--- src/rtl/four_bit_adder_pkg.sv ---
// Shared constants for the registered ripple-carry adder.
// Other blocks reference the default width from here.
package four_bit_adder_pkg;

    localparam int ADDER_WIDTH_DEFAULT = 4;

endpackage

--- src/rtl/four_bit_adder_full_adder.sv ---
// One-bit full-adder cell; chained by the top level to form the ripple adder.
// Purely combinational.
module four_bit_adder_full_adder (
    input  logic a,
    input  logic b,
    input  logic c_in,
    output logic s,
    output logic c_out
);

    assign s     = a ^ b ^ c_in;
    assign c_out = (a & b) | (a & c_in) | (b & c_in);

endmodule

--- src/rtl/four_bit_adder.sv ---
// Registered ripple-carry adder: {C_out,S} = A + B + C_in, one cycle latency.
// A valid flag travels with the result; invalid cycles hold the last sum.
module four_bit_adder
    import four_bit_adder_pkg::*;
#(
    parameter int WIDTH = ADDER_WIDTH_DEFAULT
) (
    input  logic             clk,
    input  logic             rst,
    input  logic [WIDTH-1:0] A,
    input  logic [WIDTH-1:0] B,
    input  logic             C_in,
    input  logic             in_valid,
    output logic [WIDTH-1:0] S,
    output logic             C_out,
    output logic             out_valid
);

    logic [WIDTH:0]   carry;
    logic [WIDTH-1:0] sum;

    assign carry[0] = C_in;

    for (genvar i = 0; i < WIDTH; i++) begin : g_cell
        four_bit_adder_full_adder u_fa (
            .a     (A[i]),
            .b     (B[i]),
            .c_in  (carry[i]),
            .s     (sum[i]),
            .c_out (carry[i+1])
        );
    end

    logic [WIDTH-1:0] s_d, s_q;
    logic             c_out_d, c_out_q;
    logic             valid_d, valid_q;

    always_comb begin
        s_d     = s_q;
        c_out_d = c_out_q;
        valid_d = in_valid;
        // Gate on in_valid so don't-care operands never reach the held result.
        if (in_valid) begin
            s_d     = sum;
            c_out_d = carry[WIDTH];
        end
    end

    always_ff @(posedge clk or posedge rst) begin
        if (rst) begin
            s_q     <= '0;
            c_out_q <= 1'b0;
            valid_q <= 1'b0;
        end else begin
            s_q     <= s_d;
            c_out_q <= c_out_d;
            valid_q <= valid_d;
        end
    end

    assign S         = s_q;
    assign C_out     = c_out_q;
    assign out_valid = valid_q;

endmodule

--- config.mk ---
export PLATFORM = sky130hd
export DESIGN_NAME = four_bit_adder
export DESIGN_NICKNAME = d
export VERILOG_FILES = /design/src/rtl/four_bit_adder_pkg.sv /design/src/rtl/four_bit_adder_full_adder.sv /design/src/rtl/four_bit_adder.sv
export SDC_FILE = /design/constraint.sdc
export NUM_CORES = 1
export LEC_CHECK = 0
export BUFFER_PORTS_ARGS = -buffer_cell sky130_fd_sc_hd__buf_2
export CAP_MARGIN = 20
export CORE_AREA = 2 2 39 41
export CTS_CLUSTER_DIAMETER = 60
export DETAILED_ROUTE_END_ITERATION = 8
export DIE_AREA = 0 0 41 43
export PLACE_DENSITY = 0.54
export SLEW_MARGIN = 20
export SYNTH_ARGS = -nofsm -noshare
export SYNTH_HDL_FRONTEND = slang
export SYNTH_HIERARCHICAL = 1
export SYNTH_SLANG_ARGS = --single-unit
--- constraint.sdc ---
create_clock -name clk -period 2.1 [get_ports clk]
set_clock_uncertainty 0.2 [all_clocks]
set_input_delay 0.315 -clock clk [delete_from_list [all_inputs] [get_ports clk]]
set_output_delay 0.315 -clock clk [all_outputs]
set_load 0.02 [all_outputs]
; Yosys cells after proc, flatten, opt, wreduce, memory -nomap -nowiden
; Cells that the tools add are included.
[word_totals]
reg_bits = 6
in_bits = 12
word_cells = 31
[op_classes]
bitwise = 28
[ops]
columns = op, n
row1 = 1-bit AND, 12
row2 = 1-bit bitwise OR, 8
row3 = 1-bit XOR, 8

; Longest topological paths before layout
; Gate-level depths: netlist of run 1.
[logic_depth]
word_depth = 12
mapped_depth = 5
depth_no_buf = 5

; By module
; The synthesis of run 1 kept the hierarchy.
[modules_own_cells]
columns = mod, instances, cells_each, area_each_um2
row1 = four_bit_adder, 1, 12, 210.2
row2 = four_bit_adder_full_adder, 4, 1, 20.0

; Least setup slack after synthesis of run 1
; OpenSTA, ideal clock, no wires.
[synth_timing]
path_kind = input-to-reg
start = in A[0]
end = reg s_q[3] (netlist: S[3])
arrival_ps = 2167
path_slack_ps = -392
cell_stages = 5
path_buffers = 0
path_cell_list = fa_1 > fa_1 > fa_1 > fa_1 > mux2_2
[synth_between]
elab_chain_len = 10
elab_cells_between_ends = 13
classes_between = bitwise (13)
[synth_rtl]
columns = item, line
row1 = "start, declared", four_bit_adder.sv:10  ; input logic [WIDTH-1:0] A,
row2 = 1-bit AND, four_bit_adder_full_adder.sv:12  ; assign c_out = (a & b) | (a & c_in) | (b & c_in);
row3 = 1-bit bitwise OR * (2 in series), four_bit_adder_full_adder.sv:12
row4 = 1-bit AND, four_bit_adder_full_adder.sv:12
row5 = 1-bit bitwise OR, four_bit_adder_full_adder.sv:12
row6 = 1-bit bitwise OR *, four_bit_adder_full_adder.sv:12
row7 = net carry[2], four_bit_adder.sv:19  ; logic [WIDTH:0] carry;
row8 = 1-bit AND, four_bit_adder_full_adder.sv:12
row9 = 1-bit bitwise OR, four_bit_adder_full_adder.sv:12
row10 = 1-bit bitwise OR *, four_bit_adder_full_adder.sv:12
row11 = net carry[3], four_bit_adder.sv:19
row12 = 1-bit XOR *, four_bit_adder_full_adder.sv:11  ; assign s = a ^ b ^ c_in;
row13 = net sum[3], four_bit_adder.sv:20  ; logic [WIDTH-1:0] sum;
row14 = "end signal, assigned", four_bit_adder.sv:51  ; s_q <= '0;
row15 = "end signal, assigned", four_bit_adder.sv:55  ; s_q <= s_d;
row16 = "end, declared", four_bit_adder.sv:34  ; logic [WIDTH-1:0] s_d, s_q;
; Mark *: on every way through the listed nets, which the timed path passes. The rest lies on a longest branch.
; A chain may end at the register's enable or synchronous reset.

; Worst setup path in the final report of run 1
[layout_timing]
start = in A[0]
end = reg s_q[3] (netlist: S[3])
[layout_between]
elab_chain_len = 10
elab_cells_between_ends = 13
classes_between = bitwise (13)
[layout_rtl]
columns = item, line
row1 = 1-bit AND, four_bit_adder_full_adder.sv:12
row2 = 1-bit bitwise OR * (2 in series), four_bit_adder_full_adder.sv:12
row3 = net carry[1], four_bit_adder.sv:19
row4 = 1-bit AND, four_bit_adder_full_adder.sv:12
row5 = 1-bit bitwise OR, four_bit_adder_full_adder.sv:12
row6 = 1-bit bitwise OR *, four_bit_adder_full_adder.sv:12
row7 = net carry[2], four_bit_adder.sv:19
row8 = 1-bit AND, four_bit_adder_full_adder.sv:12
row9 = 1-bit bitwise OR, four_bit_adder_full_adder.sv:12
row10 = 1-bit bitwise OR *, four_bit_adder_full_adder.sv:12
row11 = net carry[3], four_bit_adder.sv:19
row12 = 1-bit XOR *, four_bit_adder_full_adder.sv:11
row13 = net sum[3], four_bit_adder.sv:20
; Marks and branches as above.

==> results of run 1 <==
## logic make-up (layout without fill, tap and decap cells)
group,Yosys count,after routing
fa+ha+maj,4,4
buf+inv,1,22
flops,6,6
mux,5,5
## per-layer routing
layer  GRT usage  vias to the layer above  part of all wire
met3      0.0628                        0              0.17
met5           0                        -                 0
met4      0.0600                        0                 0
li1            -                       94                 -
met2       0.116                       20              0.39
met1      0.0973                       95              0.44
## sequential cells by signal, summed over array words and instances, names as in the netlist
name and flops:
S 4, out_valid 1, C_out 1
## power breakdown
group	internal, mW	switching [mW]
Combinational	0.0548	0.0589
Clock	0.0646	0.0404
Sequential	0.137	0.00974
Total	0.257	0.109
## what timing repair did
item / 4_1_cts / 5_1_grt
endpoints found under the hold margin: 6 / 0
pin swaps: 1 / 0
hold buffers: 1 / 0
cloned: 0 / 0
setup endpoints to repair: 2 / 2
resized for setup: 3 / 1
## cells in the final DEF (no fill, tap or decap), drive strengths merged
cell | Yosys | final
dfrtp | 6 | 6
fa | 4 | 4
clkbuf | 0 | 3
buf | 0 | 17
inv | 1 | 1
dlygate4sd3 | 0 | 1
mux2 | 5 | 5
## area by class of cell
| type | count | area, sq um |
|---|---|---|
| clock buffers | 3 | 22.5 |
| fillers | 131 | 926 |
| inverters | 1 | 3.75 |
| multi-input cells | 9 | 154 |
| flip-flops and latches | 6 | 150 |
| well taps | 16 | 20.0 |
| repair buffers | 18 | 108 |
## worst paths after layout
kind                           from         to  depth (start not counted)
setup / recovery               A[0]       S[3]                          6
max in group asynchronous       rst       S[3]                          3
setup reg to reg               S[3]       S[3]                          1
hold / removal             in_valid  out_valid                          1
hold reg to reg                S[0]       S[0]                          1
min in group asynchronous       rst       S[0]                          3
==> key figures, run 1 <==
Outcome
  • Outcome: finished with violations
  • Failing checks: negative setup slack

Flow run
  • MaxCap Viol Count: 0

Global routing
  • Number of global-route vias before repair: 222
  • Largest net degree at the start of global routing: 7
  • GRT Total Usage: 0.0885
  • Total grt overflow: 0
  • Initial antenna violation count: 0
  • First-pass GRT wire length: 917 um

Setup path
  • Setup crit end kind: flop
  • CP max stage cell: fa_2
  • Delay-heaviest family, CP: adder cells
  • Crit path buf inv count: 1
  • Crit path kind: in -> reg
  • Setup crit start kind: primary input
  • Register-to-Register Setup Slack: 1140 ps
  • Critical path's most frequent cell: fa_2
  • Critical Path AT: 2130 ps
  • CP Max Fanout: 1
  • Delay of the slowest critical-path stage: 400 ps
  • WP data required: 2020 ps
  • Worst path cell trace: buf_6 -> fa_2 -> fa_2 -> fa_2 -> fa_2 -> mux2_4

Synth
  • Count leader, synth: dfrtp_1
  • Syn Nets: 32
  • Post-synth top cells: dfrtp_1, mux2_2, fa_1
  • Synth Area in Compound Gates: 0
  • Post-synth top area share: 0.517
  • Unique masters post-synth: 4
  • Main combinational cell family by area after synthesis: adder cells
  • Synth Register Bits: 6
  • Mean Syn Cell Area: 18.1 sq um
  • Multiplexer share of the synthesized area: 0.194
  • Cell taking the most area after synthesis: dfrtp_1
  • Top cells by area, synth: dfrtp_1, fa_1, mux2_2
  • Synthesized area: 290 sq um
  • Synth Area in Adders: 0.276
  • Commonest register cell after synthesis: dfrtp_1
  • Post-Synth XOR/XNOR Area: 0
  • Simple-gate share of the synthesized area: 0
  • FFs w/ async S/R, synth: 1.00
  • Yosys Warn Count: 6
  • Cells after Synth: 16
  • Sequential share of the synthesized area: 0.517
  • EDFF count, synth: 0

Floorplan
  • # IOs: 18
  • Die Span Y: 43 um
  • Die W: 41 um
  • Rows: 14
  • Core Area: 0.00138 sq mm
  • Die area: 0.00176 sq mm
  • Initial Util: 0.210

Cells and area
  • Fin nets: 55
  • Syn-to-layout area delta: 57.8%
  • Non-Filler Instances: 53
  • Post-layout util: 0.331
  • N_diodes: 0
  • Layout cell share with drive strength beyond 1: 0.784
  • Design Area, Final: 458 sq um

Placed design
  • Pre-CTS setup slack: -423 ps
  • Dpl cells: 49
  • Port bufs: 17
  • Placer Congestion: 0.602
  • Dpl cell area: 405 sq um

STA
  • Slew headroom: 0.853
  • TNS Setup: -142 ps
  • Final hold violation count: 0
  • Worst slew pin tran: 220 ps
  • Worst setup margin: -112 ps
  • Final Cycle Share: 1.05
  • Final setup fails: 2
  • Unrepaired setup endpoints after global routing: true
  • Max Slew Vio Count: 0
  • Hold_ws: 86.9 ps
  • Min Tclk post-route: 2210 ps
  • Fmax: 0.452 GHz

Power
  • Tot Pwr: 366 uW
  • Max rail drop VDD: 0.349 mV
  • Leak: 0.219 nW
  • PwrDens: 799 mW/mm^2

Clocking
  • Clock buffer count from CTS: 3
  • H-tree depth: 1
  • CTS max path bufs: 2
  • CTS root buffer: clkbuf_4
  • CTS tree: yes
  • Setup Fix Bufs, Post-CTS: 0
  • Worst-Skew Late Latency: 240 ps
  • Worst-path clk slew: 40 ps
  • Clk sinks: 6

Drt
  • Router iterations before antenna repair: 2
  • DR iter-0 viols: 3
  • Antenna Nets Post-Route: 0
  • Final Routed Wirelength: 589 um
  • Vias per cell: 3.94
  • # DRC: 0
  • DR WL/cell: 11.1 um
  • Via count: 209

Worst hold path
  • Min-delay worst type: in -> reg
Power figures use the tool's default switching activity.
==> inputs of run 2 (changes only) <==
- ABC_AREA: not set -> 1
- PLACE_DENSITY: 0.54 -> 0.55
==> run 2 against run 1 <==
- the run now ends clean
- power down 9.4%
- synthesized area up 1.3%
- flip-flop and latch count unchanged
- non-clock buffer count unchanged
- highest routed layer unchanged
==> key figures, run 2 <==
Floorplan
  • Initial Util: 0.212
  • Die area: 0.00176 sq mm
  • Die Span Y: 43 um
  • Core Area: 0.00138 sq mm
  • # IOs: 18
  • Rows: 14
  • Die W: 41 um

Synth
  • Synthesized area: 294 sq um
  • Mean Syn Cell Area: 10.9 sq um
  • Commonest register cell after synthesis: dfrtp_1
  • Synth Register Bits: 6
  • EDFF count, synth: 0
  • Yosys Warn Count: 6
  • Post-synth top cells: nand2_1, dfrtp_1, fa_1
  • Syn Nets: 43
  • Cell taking the most area after synthesis: dfrtp_1
  • Unique masters post-synth: 5
  • Sequential share of the synthesized area: 0.511
  • Count leader, synth: nand2_1
  • Cells after Synth: 27
  • Post-synth top area share: 0.511
  • FFs w/ async S/R, synth: 1.00
  • Top cells by area, synth: dfrtp_1, fa_1, nand2_1

STA
  • Final Cycle Share: 0.996
  • Worst slew pin tran: 237 ps
  • Hold_ws: 71.2 ps
  • Slew headroom: 0.842
  • Min Tclk post-route: 2090 ps
  • Final hold violation count: 0
  • Unrepaired setup endpoints after global routing: true
  • Fmax: 0.478 GHz
  • Final setup fails: 0
  • Max Slew Vio Count: 0
  • TNS Setup: 0 ps

Setup path
  • Critical Path AT: 2020 ps
  • Setup crit start: C_in
  • WP data required: 2030 ps
  • Crit path kind: in -> reg
  • Delay of the slowest critical-path stage: 430 ps
  • RR Startpoint: S[3]
  • CP max stage cell: fa_1
  • Setup crit end kind: flop
  • Setup crit start kind: primary input
  • Critical path's most frequent cell: fa_2
  • CP Max Fanout: 1
  • Worst path cell trace: buf_6 -> fa_2 -> fa_2 -> fa_2 -> fa_1 -> nand2_1 -> nand2_1

Global routing
  • Largest net degree at the start of global routing: 8
  • GRT Total Usage: 0.0966
  • First-pass GRT wire length: 1030 um
  • Number of global-route vias before repair: 246
  • Total grt overflow: 0
  • Initial antenna violation count: 0

Drt
  • Router iterations before antenna repair: 2
  • # DRC: 0
  • Vias per cell: 3.73
  • DR WL/cell: 8.98 um
  • Via count: 239
  • Final Routed Wirelength: 575 um
  • DR iter-0 viols: 2
  • Antenna Nets Post-Route: 0

Power
  • PwrDens: 744 mW/mm^2
  • Leak: 0.241 nW
  • Max rail drop VDD: 0.221 mV

Cells and area
  • Highest-count cells in the layout ignoring fill and taps: buf_2, nand2_1, dfrtp_1
  • Fill count: 153
  • Largest register FFs: 4
  • Syn-to-layout area delta: 51.5%
  • Commonest non-fill, non-tap cell in the layout: buf_2
  • Fin nets: 66
  • Layout cell share with drive strength beyond 1: 0.500
  • N_diodes: 0

Clocking
  • CTS max path bufs: 2
  • CTS tree: yes
  • Worst-path clk slew: 40 ps
  • Clk sinks: 6
  • H-tree depth: 1
  • Worst-Skew Late Latency: 240 ps
  • Clock buffer count from CTS: 3
  • CTS root buffer: clkbuf_4

Worst hold path
  • Hold wc startpoint: in_valid
  • Min-delay worst type: in -> reg

Placed design
  • Port bufs: 17
  • Placer Congestion: 0.656

Flow run
  • MaxCap Viol Count: 0

Outcome
  • Outcome: finished clean
## run 2: cell types whose count changed after synthesis, sizes merged
cell   previous run  this run
mux2              5         0
nand2             0        15
inv               1         2
## run 2: worst paths after layout
check	slack, ps	endpoint	cells past startpoint
setup / recovery	9	S[3]	7
hold / removal	70	out_valid	1
setup reg to reg	1310	S[3]	2
hold reg to reg	260	S[1]	2
max in group asynchronous	1180	S[0]	3
min in group asynchronous	330	S[3]	3
## run 2: cell type report
class,count,area (sq um),share of cell area
timing repair buffer,18,101,0.228
sequential,6,150,0.337
multi-input combinational,19,144,0.323
clock buffer,3,22.5,0.0506
inverter,2,7.51,0.0169
tap,16,20.0,0.0449
## run 2: per-stage QoR
| stage | power, mW | instance area [sq um] | setup slack [ps] | instances | utilization |
|---|---|---|---|---|---|
| 2_1_floorplan | 0.192 | 302 | -128 | 27 | - |
| 3_3_place_gp | 0.229 | 407 | -288 | 60 | 0.294 |
| 3_5_place_dp | 0.231 | 407 | -297 | 60 | 0.294 |
| 4_1_cts | 0.342 | 445 | -16.7 | 64 | 0.322 |
| 5_1_grt | 0.358 | 445 | -59.3 | 64 | 0.322 |
| 6_report | 0.331 | 445 | 9.15 | 64 | 0.322 |
## run 2: critical path, delay by kind of cell
kind	cells	cell delay (ps)
adders and majority gates	4	1510
buffers and inverters	1	90
and+or+nand+nor	2	100
## run 2: report_power, final
part | switching [mW] | leakage [nW] | total (mW) | internal, mW
clock network | 0.0382 | 0.0138 | 0.103 | 0.0644
registers | 0.00665 | 0.0725 | 0.139 | 0.133
logic | 0.0527 | 0.155 | 0.0894 | 0.0367
## run 2: timing repair
item,4_1_cts,5_1_grt
gates resized for setup,1,0
pin swaps,3,1
hold buffers,1,0
hold endpoints to repair,6,0
setup buffers,0,0
cloned,0,0
endpoints found under the setup margin,1,2
## run 2: metal layers
metal	vias up	GRT usage	share of wire
li1	121	-	-
met1	104	0.111	0.39
met2	14	0.119	0.50
met3	0	0.0314	0.11
met4	0	0.120	0
met5	-	0	0
## run 2: kinds of logic after synthesis
| group | synth area share |
|---|---|
| flops | 0.511 |
| fa+ha+maj | 0.272 |
| buf+inv | 0.0255 |
| simple gates | 0.191 |
==> inputs of run 3 (changes only) <==
--- a/config.mk
+++ b/config.mk
@@ -14,3 +14,3 @@
 export DIE_AREA = 0 0 41 43
-export PLACE_DENSITY = 0.55
+export PLACE_DENSITY = 0.58
 export SLEW_MARGIN = 20
@@ -18,3 +18,2 @@
 export SYNTH_HDL_FRONTEND = slang
-export SYNTH_HIERARCHICAL = 1
 export SYNTH_SLANG_ARGS = --single-unit
==> constraint.sdc (replaced) <==
create_clock -name clk -period 2.1 [get_ports clk]
set_clock_uncertainty 0.2 [all_clocks]
set_input_delay 0.21 -clock clk [delete_from_list [all_inputs] [get_ports clk]]
set_output_delay 0.21 -clock clk [all_outputs]
set_load 0.02 [all_outputs]
==> run 3 against run 2 <==
- combinational power rose by 2.8%
- register-to-register slack barely moved
- via count rose by 18%
- largest cell class unchanged
- largest power group unchanged
- highest routed layer unchanged
==> key figures, run 3 <==
Synth
  • Synthesized area: 332 sq um
  • Top cells by area, synth: dfrtp_1, fa_1, nand2_1
  • Mean Syn Cell Area: 8.96 sq um
  • FFs w/ async S/R, synth: 1.00
  • Cell taking the most area after synthesis: dfrtp_1
  • Yosys Warn Count: 0
  • Unique masters post-synth: 5
  • Synth Register Bits: 6
  • Sequential share of the synthesized area: 0.453
  • EDFF count, synth: 0
  • Cells after Synth: 37
  • Post-synth top area share: 0.453
  • Syn Nets: 53
  • Post-synth top cells: nand2_1, inv_1, dfrtp_1
  • Count leader, synth: nand2_1
  • Commonest register cell after synthesis: dfrtp_1

Drt
  • # DRC: 0
  • Final Routed Wirelength: 557 um
  • Vias per cell: 3.77
  • Via count: 283
  • DR iter-0 viols: 3
  • Router iterations before antenna repair: 2
  • DR WL/cell: 7.43 um
  • Antenna Nets Post-Route: 0

Power
  • Sw Ratio: 0.298
  • P_sw: 99.3 uW
  • Internal: 234 uW
  • Max rail drop VDD: 0.201 mV
  • Clock share of power: 0.300
  • Gate power share: 0.276
  • Sequential power share: 0.423
  • Leak: 0.299 nW
  • PwrDens: 695 mW/mm^2
  • Tot Pwr: 333 uW

Global routing
  • Initial antenna violation count: 0
  • Met1 usage: 0.0970
  • Number of global-route vias before repair: 267
  • GR peak layer: met2
  • GR Util met2: 0.113
  • First-pass GRT wire length: 945 um
  • Met3 Usage GRT: 0.0157
  • GRT Total Usage: 0.0813
  • Largest net degree at the start of global routing: 8
  • Total grt overflow: 0

Setup path
  • WP data required: 2070 ps
  • Crit path kind: in -> reg
  • Setup crit end kind: flop
  • Setup crit start kind: primary input
  • CP Max Fanout: 1
  • Critical Path AT: 1940 ps

Cells and area
  • Largest register FFs: 4
  • Highest-count cells in the layout ignoring fill and taps: buf_2, nand2_1, inv_1
  • N_diodes: 0
  • Syn-to-layout area delta: 44.5%
  • Layout cell share with drive strength beyond 1: 0.356
  • Post-layout util: 0.346
  • Fill count: 151
  • Fin nets: 77
  • Commonest non-fill, non-tap cell in the layout: buf_2

Worst hold path
  • Min-delay worst type: in -> reg

Clocking
  • Clock buffer count from CTS: 3
  • CTS tree: yes
  • H-tree depth: 1
  • CTS root buffer: clkbuf_4
  • Clk sinks: 6
  • Setup Fix Bufs, Post-CTS: 0
  • Worst-path clk slew: 40 ps
  • CTS max path bufs: 2
  • Worst-Skew Late Latency: 230 ps

Floorplan
  • Die Span Y: 43 um
  • # IOs: 18
  • Die area: 0.00176 sq mm
  • Initial Util: 0.240
  • Rows: 14
  • Die W: 41 um
  • Core Area: 0.00138 sq mm

STA
  • Final setup fails: 0
  • Unrepaired setup endpoints after global routing: false
  • Min Tclk post-route: 1970 ps
  • Worst slew pin tran: 220 ps
  • Worst setup margin: 131 ps
  • Max Slew Vio Count: 0
  • Final Cycle Share: 0.938
  • Final hold violation count: 0
  • Hold_ws: 139 ps
  • Fmax: 0.508 GHz
  • Slew headroom: 0.853

Placed design
  • Placer Congestion: 0.635
  • Pre-CTS setup slack: -135 ps
  • DP HPWL: 476 um
  • Port bufs: 17

Flow run
  • MaxCap Viol Count: 0

Outcome
  • Outcome: finished clean
==> run 3: cell count changes in the layout (fill, tap and decap cells not counted), sizes merged <==
| cell | delta |
|---|---|
| inv | +10 |
| dlygate4sd3 | +1 |
==> run 3: power groups by stage <==
stage	registers [mW]	clock network [mW]	logic [mW]
after global placement	0.142	0	0.0895
after floorplan	0.163	0	0.0335
after global routing	0.142	0.115	0.105
after CTS	0.141	0.107	0.0945
final	0.141	0.100	0.0919
after detailed placement	0.143	0	0.0917
==> run 3: per-layer routing <==
| layer | up-vias | routed length [um] | share of wire |
|---|---|---|---|
| li1 | 143 | - | - |
| met1 | 127 | 231 | 0.41 |
| met2 | 13 | 276 | 0.50 |
| met3 | 0 | 49 | 0.088 |
| met4 | 0 | 0 | 0 |
| met5 | - | 0 | 0 |
==> run 3: cell type report <==
type                    count  area [sq um]  area share
flip-flops and latches      6           150       0.313
multi-input cells          19           136       0.285
repair buffers             19           105       0.219
inverters                  12          45.0      0.0940
clock buffers               3          22.5      0.0470
well taps                  16          20.0      0.0418
==> run 3: through the flow <==
stage	area, sq um	cells	TNS [ps]
global placement	437	70	-109
floorplan	332	37	0
CTS	479	75	0
global route	479	75	0
finish	479	75	0
detailed placement	437	70	-135
==> run 3: critical path: stages <==
cell and delay, ps:
buf_2 100, inv_1 70, fa_1 160, inv_1 40, fa_1 370, fa_1 360
inv_1 70, fa_1 400, inv_1 60, nand2_1 40, nand2_1 60
==> run 3: timing repair <==
| item | 4_1_cts | 5_1_grt |
|---|---|---|
| hold buffers | 2 | 0 |
| gates resized for setup | 0 | 0 |
| endpoints found under the hold margin | 7 | 0 |
==> run 3: final timing paths <==
check / to / slack [ps] / depth (start not counted) / startpoint
max in group asynchronous: S[3] / 1290 / 3 / rst
min: S[1] / 140 / 4 / B[1]
max reg2reg: S[3] / 1300 / 2 / S[3]
min in group asynchronous: out_valid / 220 / 3 / rst
min reg2reg: S[0] / 270 / 2 / S[0]
max: S[3] / 130 / 11 / A[0]
==> run 3: logic make-up after synthesis <==
kind of cell               count (synthesis)  share of synthesized area
and+or+nand+nor                           15                      0.170
buffers and inverters                     12                      0.136
adders and majority gates                  4                      0.242
DFF                                        6                      0.453
